[config.mk]
export PLATFORM = sky130hd
export DESIGN_NAME = tmds_channel_rx
export DESIGN_NICKNAME = d
export VERILOG_FILES = /design/src/rtl/tmds_pkg.sv /design/src/rtl/tmds_symbol_decode.sv /design/src/rtl/tmds_channel_rx.sv
export SDC_FILE = /design/constraint.sdc
export NUM_CORES = 1
export LEC_CHECK = 0
export ABC_CLOCK_PERIOD_IN_PS = 8400
export CAP_MARGIN = 20
export CORE_MARGIN = 1
export CORE_UTILIZATION = 64
export CTS_CLUSTER_DIAMETER = 80
export CTS_CLUSTER_SIZE = 10
export DETAILED_ROUTE_END_ITERATION = 6
export PLACE_DENSITY_LB_ADDON = 0.1
export SLEW_MARGIN = 20
export SYNTH_ARGS = -nofsm -noshare
export SYNTH_HDL_FRONTEND = slang
export SYNTH_SLANG_ARGS = --single-unit
export TNS_END_PERCENT = 20
[constraint.sdc]
create_clock -name clk -period 8.4 [get_ports clk]
set_input_delay 1.68 -clock clk [delete_from_list [all_inputs] [get_ports clk]]
set_output_delay 1.68 -clock clk [all_outputs]
set_load 0.01 [all_outputs]
[src/rtl/tmds_pkg.sv]
// Shared TMDS definitions: control-token codes, the alignment state type and token lookups.
package tmds_pkg;

  localparam logic [9:0] TokCtrl00 = 10'b1101010100;
  localparam logic [9:0] TokCtrl01 = 10'b0010101011;
  localparam logic [9:0] TokCtrl10 = 10'b0101010100;
  localparam logic [9:0] TokCtrl11 = 10'b1010101011;

  typedef enum logic [1:0] {
    StSearch = 2'd0,
    StVerify = 2'd1,
    StLocked = 2'd2
  } state_e;

  function automatic logic is_token(input logic [9:0] sym);
    return (sym == TokCtrl00) || (sym == TokCtrl01) ||
           (sym == TokCtrl10) || (sym == TokCtrl11);
  endfunction

  // Non-token symbols map to 2'b00; callers qualify with is_token().
  function automatic logic [1:0] token_ctrl(input logic [9:0] sym);
    logic [1:0] c;
    c = 2'b00;
    unique case (sym)
      TokCtrl01: c = 2'b01;
      TokCtrl10: c = 2'b10;
      TokCtrl11: c = 2'b11;
      default:   c = 2'b00;
    endcase
    return c;
  endfunction

endpackage

[src/rtl/tmds_symbol_decode.sv]
// Combinational decode of one aligned 10-bit TMDS symbol into token/control or pixel data.
module tmds_symbol_decode
  import tmds_pkg::*;
(
  input  logic [9:0] sym_i,
  output logic       is_token_o,
  output logic [1:0] ctrl_o,
  output logic [7:0] data_o
);

  logic [7:0] q_inv;

  always_comb begin
    q_inv     = sym_i[9] ? ~sym_i[7:0] : sym_i[7:0];
    data_o    = '0;
    data_o[0] = q_inv[0];
    // Bit 8 selects XOR versus XNOR chaining on the encode side.
    for (int i = 1; i < 8; i++) begin
      data_o[i] = sym_i[8] ? (q_inv[i] ^ q_inv[i-1]) : ~(q_inv[i] ^ q_inv[i-1]);
    end
  end

  assign is_token_o = is_token(sym_i);
  assign ctrl_o     = token_ctrl(sym_i);

endmodule

[src/rtl/tmds_channel_rx.sv]
// TMDS channel receiver: hunts control tokens for symbol alignment, locks, then decodes symbols.
module tmds_channel_rx
  import tmds_pkg::*;
#(
  parameter int unsigned LOCK_COUNT   = 16,
  parameter int unsigned LOSS_TIMEOUT = 4096
) (
  input  logic       clk,
  input  logic       reset,
  input  logic       in_valid,
  input  logic [9:0] raw_word,
  output logic       out_valid,
  output logic       de,
  output logic [7:0] data,
  output logic [1:0] ctrl,
  output logic       locked,
  output logic [3:0] offset
);

  localparam int unsigned CntW  = $clog2(LOCK_COUNT + 1);
  localparam int unsigned IdleW = $clog2(LOSS_TIMEOUT + 1);
  localparam logic [CntW-1:0]  CntMax  = CntW'(LOCK_COUNT);
  localparam logic [IdleW-1:0] IdleMax = IdleW'(LOSS_TIMEOUT);

  state_e           state_q, state_d;
  logic [9:0]       prev_q, prev_d;
  logic [3:0]       offset_q, offset_d;
  logic [CntW-1:0]  cnt_q, cnt_d, cnt_inc;
  logic [IdleW-1:0] idle_q, idle_d, idle_inc;
  logic             out_valid_q, out_valid_d;
  logic             de_q, de_d;
  logic [7:0]       data_q, data_d;
  logic [1:0]       ctrl_q, ctrl_d;
  logic             locked_q, locked_d;

  logic [19:0] window;
  logic [9:0]  cand [10];
  logic [9:0]  hit_vec;
  logic [3:0]  first_k;
  logic [9:0]  sym;
  logic        sym_is_tok;
  logic [1:0]  sym_ctrl;
  logic [7:0]  sym_data;

  assign window = {raw_word, prev_q};

  for (genvar k = 0; k < 10; k++) begin : g_scan
    assign cand[k]    = window[k +: 10];
    assign hit_vec[k] = is_token(cand[k]);
  end

  // Descending scan so the lowest matching offset wins.
  always_comb begin
    first_k = '0;
    for (int k = 9; k >= 0; k--) begin
      if (hit_vec[k]) first_k = 4'(k);
    end
  end

  assign sym = cand[offset_q];

  tmds_symbol_decode u_dec (
    .sym_i     (sym),
    .is_token_o(sym_is_tok),
    .ctrl_o    (sym_ctrl),
    .data_o    (sym_data)
  );

  assign cnt_inc  = (cnt_q == CntMax) ? cnt_q : cnt_q + CntW'(1);
  assign idle_inc = (idle_q == IdleMax) ? idle_q : idle_q + IdleW'(1);

  always_comb begin
    state_d     = state_q;
    prev_d      = prev_q;
    offset_d    = offset_q;
    cnt_d       = cnt_q;
    idle_d      = idle_q;
    de_d        = de_q;
    data_d      = data_q;
    ctrl_d      = ctrl_q;
    out_valid_d = 1'b0;
    if (in_valid) begin
      prev_d = raw_word;
      if (sym_is_tok) begin
        de_d   = 1'b0;
        data_d = '0;
        ctrl_d = sym_ctrl;
      end else begin
        de_d   = 1'b1;
        data_d = sym_data;
      end
      unique case (state_q)
        StSearch: begin
          if (|hit_vec) begin
            state_d  = StVerify;
            offset_d = first_k;
            cnt_d    = CntW'(1);
          end
        end
        StVerify: begin
          if (sym_is_tok) begin
            cnt_d = cnt_inc;
            if (cnt_inc == CntMax) state_d = StLocked;
          end else begin
            state_d = StSearch;
            cnt_d   = '0;
          end
        end
        StLocked: begin
          if (sym_is_tok) begin
            idle_d = '0;
          end else begin
            idle_d = idle_inc;
            if (idle_inc == IdleMax) begin
              state_d = StSearch;
              cnt_d   = '0;
              idle_d  = '0;
            end
          end
        end
        default: state_d = StSearch;
      endcase
      out_valid_d = (state_d == StLocked);
    end
    locked_d = (state_d == StLocked);
  end

  always_ff @(posedge clk) begin
    if (reset) begin
      state_q     <= StSearch;
      prev_q      <= '0;
      offset_q    <= '0;
      cnt_q       <= '0;
      idle_q      <= '0;
      out_valid_q <= 1'b0;
      de_q        <= 1'b0;
      data_q      <= '0;
      ctrl_q      <= '0;
      locked_q    <= 1'b0;
    end else begin
      state_q     <= state_d;
      prev_q      <= prev_d;
      offset_q    <= offset_d;
      cnt_q       <= cnt_d;
      idle_q      <= idle_d;
      out_valid_q <= out_valid_d;
      de_q        <= de_d;
      data_q      <= data_d;
      ctrl_q      <= ctrl_d;
      locked_q    <= locked_d;
    end
  end

  assign out_valid = out_valid_q;
  assign de        = de_q;
  assign data      = data_q;
  assign ctrl      = ctrl_q;
  assign locked    = locked_q;
  assign offset    = offset_q;

endmodule

==> impl_results.md <==
* Row count at 28
* EDFF count, synth at 0
* Total Power at 0.470 mW
* Fin crit share at 61.7%
* Port Buf Inserts at 29
* CTS resizes at 0
* First-pass DRT Iterations at 4
* Min cycle time layout at 5180 ps
* Number of CTS-inserted buffers at 5
* RePlAce Congestion at 0.915
* Tightest Pin Transition at 1020 ps
* Largest net degree at the start of global routing at 42
* P_leak at 1.41 nW
* Final Cell Area at 0.00427 mm²
* Final core occ at 72.1%
* Worst Skew at 13.8 ps
* Fmax at 193 MHz
* RSZ-0062 raised after global routing: false
* # diodes at 0
* Top cell type's share of synthesized area at 23.9%
* Layout area overhead at 8.53%
* Top post-synthesis cells by count: 47 x dfxtp_1, 44 x mux2i_1, 38 x nand2_1, 31 x nor2_1, 28 x a21oi_1
* Clock latency at the later pin of the worst-skew pair at 310 ps
* Pwr dens at 110 mW/mm²
* # Post-CTS Setup Buffers at 0
* Register bit total from synthesis at 47
* Endpoint class of the critical path: flop
* Fraction of registers with async set/reset at 0%
* Drt via density at 6.63
* Netlist Area Pre-Place at 0.00393 mm²
* Die width at 80.4 µm
* DRT antenna net count at 0
* Post-CTS Hold Fix Bufs at 0
* Slew margin rel. at 31.7%
* Yosys Warn Count at 0
* First-pass GRT wire length at 16.3 mm
* Htree depth at 2
* Die area at 0.00646 mm²
* DR vias at 3,712
* Synth Instances at 480
* Syn Nets at 509
* CP required at 8620 ps
* Crit path kind: input pin to flop
* Pre-CTS WS at 2920 ps
* DRC at 0
* Core area at 0.00592 mm²
* Setup TNS at 0 ps
* FILL cells at 528
* Synth top area cells: dfxtp_1 24%, mux2i_1 11%, ha_1 5.1%
* Post-DP HPWL at 7.08 mm
* Critical Path Start Type: input pin
* Yosys cell types at 74
* Worst VDD drop at 97.0 µV
* CTS tree: yes
* Initial core utilization at 66.4%
* IO Count at 30
* Vias in the first global route at 3,355
* WP data arrival at 5410 ps
* Layout cells sized above 1 at 5.57%
* Max_cap viols at 0
* Root Driver: clkbuf_8
* Sequential area share after synthesis at 23.9%
* Outcome: completed
* Avg Cell Area, Syn at 8.19 µm²
* CP Max Fanout at 16
* Hold Fails Final Rpt at 0
* Slew Limit Fails at 0
* Final wirelength at 9.77 mm
* Worst-path clk slew at 90 ps
* Setup Viol. Count Final at 0
* Mean routed wirelength per cell at 17.5 µm
* Grt ovf at 0
* Clock sinks at 47
* Synth area leader: dfxtp_1
* Die H at 80.4 µm
* Most common cell in the netlist: dfxtp_1
* Tot GR Track Use at 31.8%
* Final WS setup at 3220 ps
* Primary FF master, synth: dfxtp_1
* Initial drt markers at 208
* Total Nets Final at 513
* Min-delay worst type: flop to flop
* Max Buffers Root-to-Sink at 2
* Post-DP Area at 0.00417 mm²
* Initial antenna violation count at 0
==> placed cells by master, fill, tap and decap left out, types with 5 or more instances in the layout <==
| cell | n |
|---|---|
| o21ai_1 | 8 |
| nor3_1 | 9 |
| o21ai_0 | 8 |
| nand2_1 | 38 |
| ha_1 | 16 |
| a21o_1 | 6 |
| xor2_1 | 5 |
| nand4_1 | 8 |
| nor2b_1 | 10 |
| nand3_1 | 12 |
| nand2b_1 | 9 |
| inv_1 | 22 |
| xnor2_1 | 10 |
| mux2i_1 | 44 |
| clkbuf_8 | 7 |
| o22ai_1 | 8 |
| nor2_1 | 31 |
| and2_1 | 6 |
| a31oi_1 | 8 |
| a311oi_1 | 6 |
| a211oi_1 | 5 |
| and3_1 | 5 |
| clkdlybuf4s50_1 | 29 |
| a21oi_1 | 28 |
| dfxtp_1 | 46 |
| nor3b_1 | 6 |
| mux2_2 | 6 |
==> flip-flops by register name, summed over array words and instances (netlist names) <==
register   flops
locked         1
data           8
idle_q        13
offset         4
ctrl           2
de             1
out_valid      1
state_q        2
cnt_q          5
prev_q        10
==> layout make-up <==
class / instances / area (µm²) / share of cell area, %
multi-input cells: 376 / 2740 / 64.2
flip-flops and latches: 47 / 942 / 22.1
repair buffers: 31 / 305 / 7.16
clock buffers: 8 / 100 / 2.35
well taps: 75 / 93.8 / 2.20
inverters: 23 / 86.3 / 2.02
==> logic make-up after synthesis <==
family                   Yosys count  share of synthesized area, %
adder cells (fa/ha/maj)           16                          5.09
flip-flops                        47                          23.9
AND/OR/NAND/NOR                  176                          25.6
XOR/XNOR                          15                          3.34
multiplexers                      54                          15.2
buffers and inverters             57                          6.40
AO/OA/AOI/OAI                    115                          20.5
==> critical path, cell delays in order <==
cell and delay, ps:
clkdlybuf4s50_1 700, mux2i_1 200, mux4_2 530, o22ai_1 280, inv_1 80, ha_1 200, and4_1 200, o211a_1 190
or2_1 330, a211oi_4 560, a41oi_1 190, a311oi_1 250
==> routing by layer <==
layer | GRT usage, % | part of all wire [%]
met5 | 0 | 0
met2 | 54.2 | 48
met3 | 4.09 | 5.8
met1 | 42.2 | 45
met4 | 7.32 | 1.8
==> report_power, final <==
part | switching [mW] | internal (mW)
Sequential | 0.00972 | 0.230
Clock | 0.0771 | 0.0753
Combinational | 0.0416 | 0.0361
Total | 0.128 | 0.341
==> path summary, 6_finish.rpt <==
| check | start | endpoint | slack [ps] | cells after the start |
|---|---|---|---|---|
| worst max-delay path | raw_word[0] | idle_q[12] | 3220 | 12 |
| worst min-delay path | data[6] | data[6] | 450 | 2 |
| worst min register to register | data[6] | data[6] | 450 | 2 |
| worst max register to register | offset[1] | idle_q[12] | 4190 | 11 |
==> per-stage QoR <==
| stage | hold slack (ps) | instances |
|---|---|---|
| 3_3_place_gp | 433 | 552 |
| 5_1_grt | 467 | 560 |
| 3_5_place_dp | 445 | 552 |
| 4_1_cts | 461 | 560 |
| 6_report | 453 | 560 |
| 2_1_floorplan | 470 | 480 |
(Power assumes the default switching activity.)
